$ cat src/rtl/eth_pkg.sv
// Shared Ethernet MAC definitions: framing constants, CRC32 step and RX state encoding.
package eth_pkg;

  localparam logic [7:0]  ETH_PRE       = 8'h55;
  localparam logic [7:0]  ETH_SFD       = 8'hD5;
  localparam logic [31:0] CRC_POLY      = 32'hEDB88320;
  localparam logic [31:0] CRC_RESIDUE   = 32'hDEBB20E3;
  localparam int          ETH_MIN_FRAME = 64;
  localparam int          ETH_MAX_FRAME = 1518;

  typedef enum logic [2:0] {
    RX_IDLE,
    RX_PREAMBLE,
    RX_DATA,
    RX_EOF,
    RX_DROP
  } rx_state_t;

  // Reflected CRC32, one byte, LSB first; no final inversion.
  function automatic logic [31:0] crc32_byte(input logic [31:0] crc, input logic [7:0] data);
    logic [31:0] c;
    c = crc;
    for (int unsigned i = 0; i < 8; i++) begin
      c = (c[0] ^ data[i]) ? ((c >> 1) ^ CRC_POLY) : (c >> 1);
    end
    return c;
  endfunction

endpackage

$ cat src/rtl/rx_mac.sv
// Receive MAC: preamble/SFD detect, 5-byte delay line to strip FCS, CRC32 and length check,
// byte-wide AXI-Stream output with the frame verdict on tuser of the final beat.
module rx_mac
  import eth_pkg::*;
#(
  parameter int DATA_WIDTH = 8,
  parameter int MIN_FRAME  = ETH_MIN_FRAME,
  parameter int MAX_FRAME  = ETH_MAX_FRAME
) (
  input  logic                  clk,
  input  logic                  reset_n,
  input  logic [DATA_WIDTH-1:0] rgmii_mac_rx_data,
  input  logic                  rgmii_mac_rx_dv,
  input  logic                  rgmii_mac_rx_er,
  input  logic                  rgmii_mac_rx_rdy,
  input  logic                  mii_select,
  output logic [DATA_WIDTH-1:0] m_rx_axis_tdata,
  output logic                  m_rx_axis_tvalid,
  output logic                  m_rx_axis_tlast,
  output logic                  m_rx_axis_tuser,
  output logic                  stat_crc_err
);

  rx_state_t             state;
  logic                  dv_q;
  logic                  phase;
  logic [3:0]            nib_lo;
  logic [DATA_WIDTH-1:0] dl [5];
  logic [2:0]            dl_cnt;
  logic [2:0]            pre_cnt;
  logic [31:0]           crc;
  logic [13:0]           count;
  logic                  er_seen;

  logic                  byte_stb;
  logic [DATA_WIDTH-1:0] rx_byte;
  logic                  crc_bad;
  logic                  bad_len;

  always_comb begin
    byte_stb = rgmii_mac_rx_rdy && rgmii_mac_rx_dv && (!mii_select || (dv_q && phase));
    rx_byte  = mii_select ? {rgmii_mac_rx_data[3:0], nib_lo} : rgmii_mac_rx_data;
    crc_bad  = (crc != CRC_RESIDUE);
    bad_len  = (count < 14'(MIN_FRAME)) || (count > 14'(MAX_FRAME));
  end

  // Nibble assembler: a dv rise (or dv low) forces the next nibble to be the low half.
  always_ff @(posedge clk) begin
    if (!reset_n) begin
      dv_q   <= 1'b0;
      phase  <= 1'b0;
      nib_lo <= '0;
    end else if (rgmii_mac_rx_rdy) begin
      dv_q <= rgmii_mac_rx_dv;
      if (!rgmii_mac_rx_dv) begin
        phase <= 1'b0;
      end else if (!dv_q || !phase) begin
        nib_lo <= rgmii_mac_rx_data[3:0];
        phase  <= 1'b1;
      end else begin
        phase <= 1'b0;
      end
    end
  end

  always_ff @(posedge clk) begin
    if (!reset_n) begin
      state            <= RX_IDLE;
      pre_cnt          <= '0;
      dl_cnt           <= '0;
      crc              <= '1;
      count            <= '0;
      er_seen          <= 1'b0;
      m_rx_axis_tdata  <= '0;
      m_rx_axis_tvalid <= 1'b0;
      m_rx_axis_tlast  <= 1'b0;
      m_rx_axis_tuser  <= 1'b0;
      stat_crc_err     <= 1'b0;
      for (int unsigned i = 0; i < 5; i++) dl[i] <= '0;
    end else begin
      m_rx_axis_tvalid <= 1'b0;
      m_rx_axis_tlast  <= 1'b0;
      m_rx_axis_tuser  <= 1'b0;
      stat_crc_err     <= 1'b0;
      case (state)
        RX_IDLE: begin
          if (rgmii_mac_rx_rdy && rgmii_mac_rx_dv) begin
            state   <= RX_PREAMBLE;
            pre_cnt <= '0;
          end
        end
        RX_PREAMBLE: begin
          if (rgmii_mac_rx_rdy && !rgmii_mac_rx_dv) begin
            state <= RX_IDLE;
          end else if (byte_stb) begin
            if (rx_byte == ETH_SFD)
              state <= RX_DATA;
            else if (rx_byte == ETH_PRE && pre_cnt != 3'd7)
              pre_cnt <= pre_cnt + 3'd1;
            else
              state <= RX_DROP;
          end
        end
        RX_DATA: begin
          if (rgmii_mac_rx_rdy && !rgmii_mac_rx_dv) begin
            // Verdict is issued on the dv-fall edge so the last byte leaves one cycle after dv drops.
            state <= RX_EOF;
            if (count >= 14'd5) begin
              m_rx_axis_tvalid <= 1'b1;
              m_rx_axis_tlast  <= 1'b1;
              m_rx_axis_tdata  <= dl[4];
              m_rx_axis_tuser  <= crc_bad | er_seen | bad_len;
              stat_crc_err     <= crc_bad;
            end
          end else if (rgmii_mac_rx_rdy) begin
            if (rgmii_mac_rx_er) er_seen <= 1'b1;
            if (byte_stb) begin
              dl[0] <= rx_byte;
              for (int unsigned i = 1; i < 5; i++) dl[i] <= dl[i-1];
              crc <= crc32_byte(crc, rx_byte);
              if (count != '1) count <= count + 14'd1;
              if (dl_cnt == 3'd5) begin
                m_rx_axis_tvalid <= 1'b1;
                m_rx_axis_tdata  <= dl[4];
              end else begin
                dl_cnt <= dl_cnt + 3'd1;
              end
            end
          end
        end
        RX_EOF: begin
          dl_cnt  <= '0;
          count   <= '0;
          crc     <= '1;
          er_seen <= 1'b0;
          pre_cnt <= '0;
          state   <= (rgmii_mac_rx_rdy && rgmii_mac_rx_dv) ? RX_PREAMBLE : RX_IDLE;
        end
        RX_DROP: begin
          if (rgmii_mac_rx_rdy && !rgmii_mac_rx_dv) state <= RX_IDLE;
        end
        default: state <= RX_IDLE;
      endcase
    end
  end

endmodule
$ cat config.mk
export PLATFORM = sky130hd
export DESIGN_NAME = rx_mac
export DESIGN_NICKNAME = d
export VERILOG_FILES = /design/src/rtl/eth_pkg.sv /design/src/rtl/rx_mac.sv
export SDC_FILE = /design/constraint.sdc
export NUM_CORES = 1
export LEC_CHECK = 0
export BUFFER_PORTS_ARGS = -buffer_cell sky130_fd_sc_hd__clkbuf_2
export CORE_MARGIN = 1
export CORE_UTILIZATION = 39
export DETAILED_ROUTE_END_ITERATION = 12
export PLACE_DENSITY = 0.61
export SLEW_MARGIN = 20
export SYNTH_ARGS = -nofsm -noshare
export SYNTH_HDL_FRONTEND = slang
export SYNTH_SLANG_ARGS = --single-unit
$ cat constraint.sdc
create_clock -name clk -period 2.5 [get_ports clk]
set_input_delay 0.25 -clock clk [delete_from_list [all_inputs] [get_ports clk]]
set_output_delay 0.25 -clock clk [all_outputs]
set_load 0.01 [all_outputs]
== Yosys cells after proc, flatten, opt, wreduce, memory -nomap -nowiden ==
Memory sizes are Yosys's and may differ from the RTL's.
Cells that the tools add are included.
Widths: inputs -> output; s select.

* Bits in read-only memories: 0
* Register bits: 74
* Memories: 1
* Logic and storage cells: 165
* Latch bits: 0
* Bits in writable memories: 40
* Output and inout bits: 12

{| class="wikitable"
|+ Memories
! memory !! depth !! bits a word !! rd ports !! clocked after memory_dff !! write ports !! RTL line !! text
|-
| dl || 5 || 8 || 5 || 0 || 5 || rx_mac.sv:28 || <nowiki>logic [DATA_WIDTH-1:0] dl [5];</nowiki>
|}

* Reduce and logical (&&, ||, !) cells: 29
* Order comparisons: 3
* Shifts and indexed selects: 0
* $mul: 0
* Multiplexer cells: 66
* Divide/modulo/power cells: 0
* Bitwise operators: 23
* Eq/ne operators: 26
* Add/subtract/negate cells: 3

{| class="wikitable"
|+ Operators with widths
! cell !! number
|-
| $mux 32 || 11
|-
| $not 13->14 || 8
|-
| $mux 8 || 11
|-
| $pmux 32 s2 || 1
|-
| $mux 14 || 4
|-
| $mux 3 || 16
|-
| $ne 32x32->1 const B || 1
|-
| $ne 2x2->1 const B || 14
|-
| $pmux 14 s2 || 1
|-
| $reduce_and 5->1 || 4
|-
| $mux 1 || 18
|-
| $pmux 3 s5 || 1
|-
| $add 14x1->14 const B || 1
|-
| $ge 14x3->1 const B || 1
|-
| $gt 14x11->1 const B || 1
|-
| $lt 14x7->1 const B || 1
|-
| $ne 14x14->1 const B || 1
|-
| $reduce_and 4->1 || 3
|-
| $pmux 3 s3 || 1
|-
| $eq 8x7->1 const B || 1
|-
| $eq 8x8->1 const B || 1
|-
| $reduce_bool 2->1 || 4
|-
| $xor 1x1->1 || 8
|-
| $or 1x1->1 || 7
|-
| other kinds (16) || 30
|}

== Depth between registers and ports, before layout ==
Gate-level depths: netlist of run 1.

* Word-level depth: 21
* Mapped depth: 8
* Gate-level depth less buffers: 8

== Worst setup path before layout of run 1 ==
Ideal clock, no wire load.

* Path kind: register to register
* Start: register state[1]
* End: memory dl[0][0], enable pin
* Setup slack: -0.090 ns
* Cell stages (with the launch flop): 6
* Arrival: 2.192 ns
* Library setup time: 0.398 ns
* Buffers on the path: 1
* Cells stage by stage: dfxtp_1 -> inv_1 -> nor3_2 -> nand2_1 -> clkbuf_1 -> nand2_1

{| class="wikitable"
|+ RTL lines
! what !! RTL line !! text
|-
| start, declared || rx_mac.sv:24 || <nowiki>rx_state_t state;</nowiki>
|-
| start signal, assigned || rx_mac.sv:137 || <nowiki>state <= (rgmii_mac_rx_rdy && rgmii_mac_rx_dv) ? RX_PREAMBLE : RX_IDLE;</nowiki>
|-
| end, declared || rx_mac.sv:28 ||
|}

== Final worst setup path of run 1 ==
* Start: register count[0]
* End: register count[10]

* Longest elaborated chain between the ends: 6
* Elaborated cells between the ends (all ways): 9

{| class="wikitable"
|+ RTL lines
! what !! RTL line !! text
|-
| start, declared || rx_mac.sv:32 || <nowiki>logic [13:0] count;</nowiki>
|-
| start signal, assigned || rx_mac.sv:121 || <nowiki>if (count != '1) count <= count + 14'd1;</nowiki>
|-
| $add 14x1->14 || rx_mac.sv:121 ||
|-
| $mux 14 || rx_mac.sv:121 ||
|-
| $mux 14 || rx_mac.sv:117 || <nowiki>if (byte_stb) begin</nowiki>
|-
| $mux 14 || rx_mac.sv:115 || <nowiki>end else if (rgmii_mac_rx_rdy) begin</nowiki>
|-
| $mux 14 || rx_mac.sv:105 || <nowiki>if (rgmii_mac_rx_rdy && !rgmii_mac_rx_dv) begin</nowiki>
|-
| $pmux 14 s2 || rx_mac.sv:85 || <nowiki>case (state)</nowiki>
|}

Several ways; a longest one is shown, not always the timed one. The select of a mux whose other input is x is not followed.
A chain may end at the register's enable or synchronous reset.

==> results of run 1 <==
[through the flow]
step	total power (W)	utilization	hold slack (ns)
after floorplan	0.003187	-	0.3878
after global placement	0.003490	0.4357	0.4444
after detailed placement	0.003502	0.4357	0.4547
after CTS	0.006074	0.4803	0.09227
after global routing	0.006293	0.4803	0.1468
final	0.006020	0.4803	0.09954
[layout make-up]
class                           instances  area share
Clock buffer                           19     0.06542
Sequential cell                       114      0.3962
Clock inverter                         13     0.02735
Tap cell                              180     0.03327
Timing Repair Buffer                   44     0.04325
Inverter                                8    0.004435
Multi-Input combinational cell        388      0.4300
[logic make-up after synthesis]
| logic type | synth area share |
|---|---|
| mux | 0.04828 |
| flops | 0.4705 |
| simple gates | 0.1764 |
| compound gates | 0.08514 |
| buf+inv | 0.02041 |
| fa+ha+maj | 0.01536 |
| xor+xnor | 0.1839 |
[worst max-delay path, delay by kind of cell, from the launching register on]
kind	cells	cell delay [ns]
AO/OA/AOI/OAI	1	0.27
flip-flops	1	0.44
adder cells (fa/ha/maj)	1	0.23
XOR/XNOR	1	0.15
buffers and inverters	1	0.26
AND/OR/NAND/NOR	4	0.67
[where the power goes]
group | switching (W) | internal (W) | total, W
Sequential | 0.000109 | 0.00202 | 0.00213
Clock | 0.000854 | 0.00169 | 0.00255
Combinational | 0.000682 | 0.000662 | 0.00134
Total | 0.00165 | 0.00437 | 0.00602
[worst min path at each step]
stage                                        from                     endpoint  slack (ns)  cells after the start
after floorplan                           reset_n  m_rx_axis_tvalid$_SDFF_PN0_        0.39                      2
after global placement    pre_cnt[2]$_SDFFE_PN0P_      pre_cnt[2]$_SDFFE_PN0P_        0.44                      2
after detailed placement  pre_cnt[1]$_SDFFE_PN0P_      pre_cnt[1]$_SDFFE_PN0P_        0.45                      2
after CTS                         rgmii_mac_rx_er         er_seen$_SDFFE_PN0P_        0.09                      3
after global routing              rgmii_mac_rx_er         er_seen$_SDFFE_PN0P_        0.15                      3
final                             rgmii_mac_rx_er         er_seen$_SDFFE_PN0P_         0.1                      3
[registers in the layout, summed over array words and instances, names as in the netlist, 3 cells and up]
register	cells
nib_lo	4
dl_cnt	3
pre_cnt	3
count	14
dl	40
crc	32
state	3
m_rx_axis_tdata	8
[per-layer routing]
metal / up-vias / wire length [um] / global-route usage
met3: 14 / 515 / 0.04151
met2: 82 / 5548 / 0.2749
met5: - / 0 / 0
li1: 1950 / - / -
met4: 0 / 204 / 0.08155
met1: 1859 / 5553 / 0.2317
[synth_stat cells (4+ instances only)]
cell type,count
nand2_1,46
xor2_1,26
nor3_1,4
xnor3_1,10
xnor2_1,28
nor4_1,7
xnor2_4,5
inv_1,8
nand4_1,7
o22ai_1,22
dfxtp_1,74
clkbuf_1,16
xnor2_2,7
mux2i_1,18
o21ai_0,10
edfxtp_1,40
a21oi_1,20
nor2_1,60
nand4b_1,5
nand3_1,14
and3_1,5
and2_1,35
ha_1,7
==> impl_metrics.toml, run 1 <==
[outcome]
status = "complete, no violations"

[clocking]
tritoncts = "built"
path_clk_slew_ns = 0.05
cts-hold-fix-buffers = 0
insertion_delay_ns = 0.42
clkSinkCount = 114
htreeDepth = 4
cts_setup_buffers = 0
clockRootBuffer = "clkbuf_16"
max-clock-path-buffers = 2
cts_made_buffers = 17
cts_resized = 0

[power]
p_leak_nw = 2.708
powerDensity_mw_per_mm2 = 889.1
vdd_drop_max_v = 0.0004728

[synthesis]
syn_area_per_cell_um2 = 10.80
synth_nets = 549
synth_top_area_frac = 0.2598
syn_area_mm2 = 0.005702
ys_top_cells_by_area = "dfxtp_1 (26%), edfxtp_1 (21%), xnor2_1 (4.3%), xor2_1 (4.0%), nor2_1 (3.9%)"
ys_warn_count = 0
async_flop_share = 0
netlist-cell-type-count = 56
synth_top_flop_cell = "dfxtp_1"
syn_inst = 528
ys_ff_latch = 114
yosys.area.top_type = "dfxtp_1"
synth_edf_count = 40
ys_seq_area_frac = 0.4705

[final_layout]
final_cell_mix = "dfxtp_1 (74), nor2_1 (59), nand2_1 (45)"
layout_commonest_cell = "dfxtp_1"
antenna_cells = 0
nFillCells = 1297
multi_input_area_mm2 = 0.002912
finalInstanceArea_mm2 = 0.006770
nets = 594
fin_cells = 766
syn2layout_area_growth_pct = 18.74
drive_above_1_share = 0.1672
register_area_mm2 = 0.002683

[setup_path]
critical_path_peak_fanout = 9
slowest_stage = "dfxtp_1"
crit_end = "count[10]$_SDFFE_PN0P_"
reg2reg_slack_ns = 0.34
criticalPathCategory = "flop to flop"
cp-startpoint = "count[0]$_SDFFE_PN0P_"
r2r_end = "count[10]$_SDFFE_PN0P_"
path_cells = "ha_1 > nand4_1 > nor4_1 > o21ai_0 > buf_4 > nand4_1 > xor2_1 > nor2_1"
setup.worst_path.start_class = "flop"
reg2reg_from = "count[0]$_SDFFE_PN0P_"
r2r_cells = 8
endpoint_kind = "flop"
required_ns = 2.79
crit_top_cell = "nand4_1"
max_stage_delay_ns = 0.44
arrival_ns = 2.44

[global_routing]
grt_pass1_vias = 3832
overflow = 0
grt_first_pass_wirelength_um = 19750
antenna_found_initial = 0
grt_max_degree = 33
grt_usage = 0.1764

[floorplanning]
ioPinCount = 26
num_rows = 43
initial_utilization = 0.4045
die-area_mm2 = 0.01511
die_y_um = 122.9
fp.coreArea_mm2 = 0.01410
die_x_um = 122.9

[detailed_routing]
drc_errors = 0
wl_per_cell_um = 15.43
drtPass1Iterations = 4
via_count = 3905
ant_nets = 0
via_per_inst = 5.098
drt-initial-drc-count = 410
routed_wl_um = 11820

[placement]
pre_cts_ws_ns = 0.03636
place_congestion = 0.8552
place_area_mm2 = 0.006142
dp.final_hpwl_um = 8281
dpl.cell_count = 734
portBuffers = 25

[timing]
rsz0062_at_grt = "false"
fin_tns_setup_ns = 0
period_share = 0.8633
finalSetupViolCount = 0
timing.final.ws_setup_ns = 0.3418
finalHoldViolCount = 0
relSlewSlack = 0.5505
max_freq_mhz = 463.3
maxSlewViolCount = 0
skew_ns = 0.01630
worst_pin_slew_ns = 0.6709
finalCriticalPeriod_ns = 2.158

[min_path]
hp-class = "primary input to flop"

[job]
max_cap_violations = 0
(Power assumes the default switching activity.)
==> inputs of run 2 (changes only) <==
--- a/config.mk
+++ b/config.mk
@@ -9,7 +9,7 @@
 export CORE_MARGIN = 1
 export CORE_UTILIZATION = 39
 export DETAILED_ROUTE_END_ITERATION = 12
-export PLACE_DENSITY = 0.61
+export PLACE_DENSITY = 0.59
 export SLEW_MARGIN = 20
 export SYNTH_ARGS = -nofsm -noshare
 export SYNTH_HDL_FRONTEND = slang
==> constraint.sdc (replaced) <==
create_clock -name clk -period 2.24 [get_ports clk]
set_input_delay 0.224 -clock clk [delete_from_list [all_inputs] [get_ports clk]]
set_output_delay 0.224 -clock clk [all_outputs]
set_load 0.01 [all_outputs]
==> impl_metrics.toml, run 2 (same netlist as run 1, synthesis figures left out) <==
[power]
powerDensity_mw_per_mm2 = 947.0
p_leak_nw = 2.749
vdd_drop_max_v = 0.0005446

[timing]
relSlewSlack = 0.4354
maxSlewViolCount = 0
worst_pin_slew_ns = 0.8459
skew_ns = 0.007454
period_share = 0.9057
rsz0062_at_grt = "false"
fin_tns_setup_ns = 0
finalSetupViolCount = 0
max_freq_mhz = 492.9
finalCriticalPeriod_ns = 2.029
timing.final.ws_setup_ns = 0.2111
finalHoldViolCount = 0

[final_layout]
layout_commonest_cell = "dfxtp_1"
reg_top3 = "dl: 40 flops, crc: 32 flops, count: 14 flops"
nets = 609
syn2layout_area_growth_pct = 19.42
nFillCells = 1319
largest_register_ff_count = 40
regMostFlops = "dl"
drive_above_1_share = 0.1797
final_cell_mix = "dfxtp_1 (74), nor2_1 (59), nand2_1 (45)"
antenna_cells = 0

[global_routing]
grt_first_pass_wirelength_um = 20380
overflow = 0
grt_pass1_vias = 3959
grt_usage = 0.1821
grt_max_degree = 41
antenna_found_initial = 0

[detailed_routing]
via_count = 3993
ant_nets = 0
drc_errors = 0
via_per_inst = 5.113
routed_wl_um = 12240
drt-initial-drc-count = 257
drtPass1Iterations = 5
wl_per_cell_um = 15.67

[setup_path]
crit_end = "m_rx_axis_tdata[2]$_SDFFE_PN0P_"
reg2reg_slack_ns = 0.21
cp-startpoint = "count[6]$_SDFFE_PN0P_"
criticalPathCategory = "flop to flop"
critical_path_peak_fanout = 8
setup.worst_path.start_class = "flop"
arrival_ns = 2.30
required_ns = 2.51
r2r_cells = 7
reg2reg_from = "count[6]$_SDFFE_PN0P_"
endpoint_kind = "flop"
r2r_end = "m_rx_axis_tdata[2]$_SDFFE_PN0P_"

[min_path]
holdCritStartpoint = "rgmii_mac_rx_er"
hp-class = "primary input to flop"

[floorplanning]
initial_utilization = 0.4045
num_rows = 43
fp.coreArea_mm2 = 0.01410
die_y_um = 122.9
die_x_um = 122.9
die-area_mm2 = 0.01511
ioPinCount = 26

[clocking]
path_clk_slew_ns = 0.05
cts_made_buffers = 17
clockRootBuffer = "clkbuf_16"
insertion_delay_ns = 0.42
tritoncts = "built"
max-clock-path-buffers = 2
htreeDepth = 4
clkSinkCount = 114

[outcome]
status = "complete, no violations"

[placement]
place_congestion = 0.9505
dp.final_hpwl_um = 8536
pre_cts_ws_ns = -0.06026
portBuffers = 25

[job]
max_cap_violations = 0
run 2: changes by cell type in the layout (fill, tap and decap cells not counted), sizes merged:
| cell | before | now |
|---|---|---|
| clkinv | 4 | 5 |
| clkbuf | 44 | 50 |
| buf | 19 | 34 |
| bufinv | 4 | 1 |
| inv | 9 | 8 |
| clkinvlp | 4 | 1 |
run 2: final cells by class:
| type | instances | area, um2 | share of cell area |
|---|---|---|---|
| multi-input combinational | 388 | 2918 | 0.4285 |
| clock buffer | 25 | 475.5 | 0.06983 |
| inverter | 8 | 30.03 | 0.004410 |
| clock inverter | 7 | 60.06 | 0.008820 |
| sequential | 114 | 2683 | 0.3940 |
| timing repair buffer | 59 | 417.9 | 0.06137 |
| tap | 180 | 225.2 | 0.03308 |
run 2: critical path: stages, from the launching register on:
cell      delay [ns]
dfxtp_1         0.36
or4_1           0.53
nor2_1          0.15
a31oi_1         0.18
o211ai_2        0.20
buf_4           0.21
mux2i_1         0.20
nor2_1          0.05
run 2: repair_timing:
item | 4_1_cts | 5_1_grt
setup buffers | 0 | 0
hold buffers | 0 | 0
resized for setup | 0 | 1
setup endpoints to repair | 0 | 1
run 2: worst min path at each step:
stage	endpoint	slack, ns	depth (start not counted)
final	er_seen$_SDFFE_PN0P_	0.07	3
after global routing	er_seen$_SDFFE_PN0P_	0.08	3
after CTS	er_seen$_SDFFE_PN0P_	0.05	3
after detailed placement	pre_cnt[1]$_SDFFE_PN0P_	0.45	2
after global placement	pre_cnt[1]$_SDFFE_PN0P_	0.44	2
after floorplan	m_rx_axis_tvalid$_SDFF_PN0_	0.36	2
run 2: report_power, final:
| part | switching, W | internal [W] | total (W) |
|---|---|---|---|
| logic | 0.000796 | 0.000809 | 0.00161 |
| registers | 0.000109 | 0.00226 | 0.00237 |
| clock network | 0.000912 | 0.00157 | 0.00248 |
run 2: stage by stage:
stage                     total power [W]    util  instance area, um2  hold WS, ns  std cells
final                            0.006448  0.4830                6809      0.07414        781
after global routing             0.006739  0.4830                6809      0.08029        781
after CTS                        0.006497  0.4826                6803      0.04977        781
after detailed placement         0.003997  0.4446                6267       0.4542        749
after global placement           0.003977  0.4446                6267       0.4439        749
after floorplan                  0.003557       -                5704       0.3618        528
run 2: routing by layer:
| metal | global-route usage | part of all wire | routed length (um) |
|---|---|---|---|
| met1 | 0.2404 | 0.49 | 5940 |
| met2 | 0.2690 | 0.45 | 5454 |
| met3 | 0.05627 | 0.048 | 582 |
| met4 | 0.09146 | 0.021 | 260 |
| met5 | 0 | 0 | 0 |
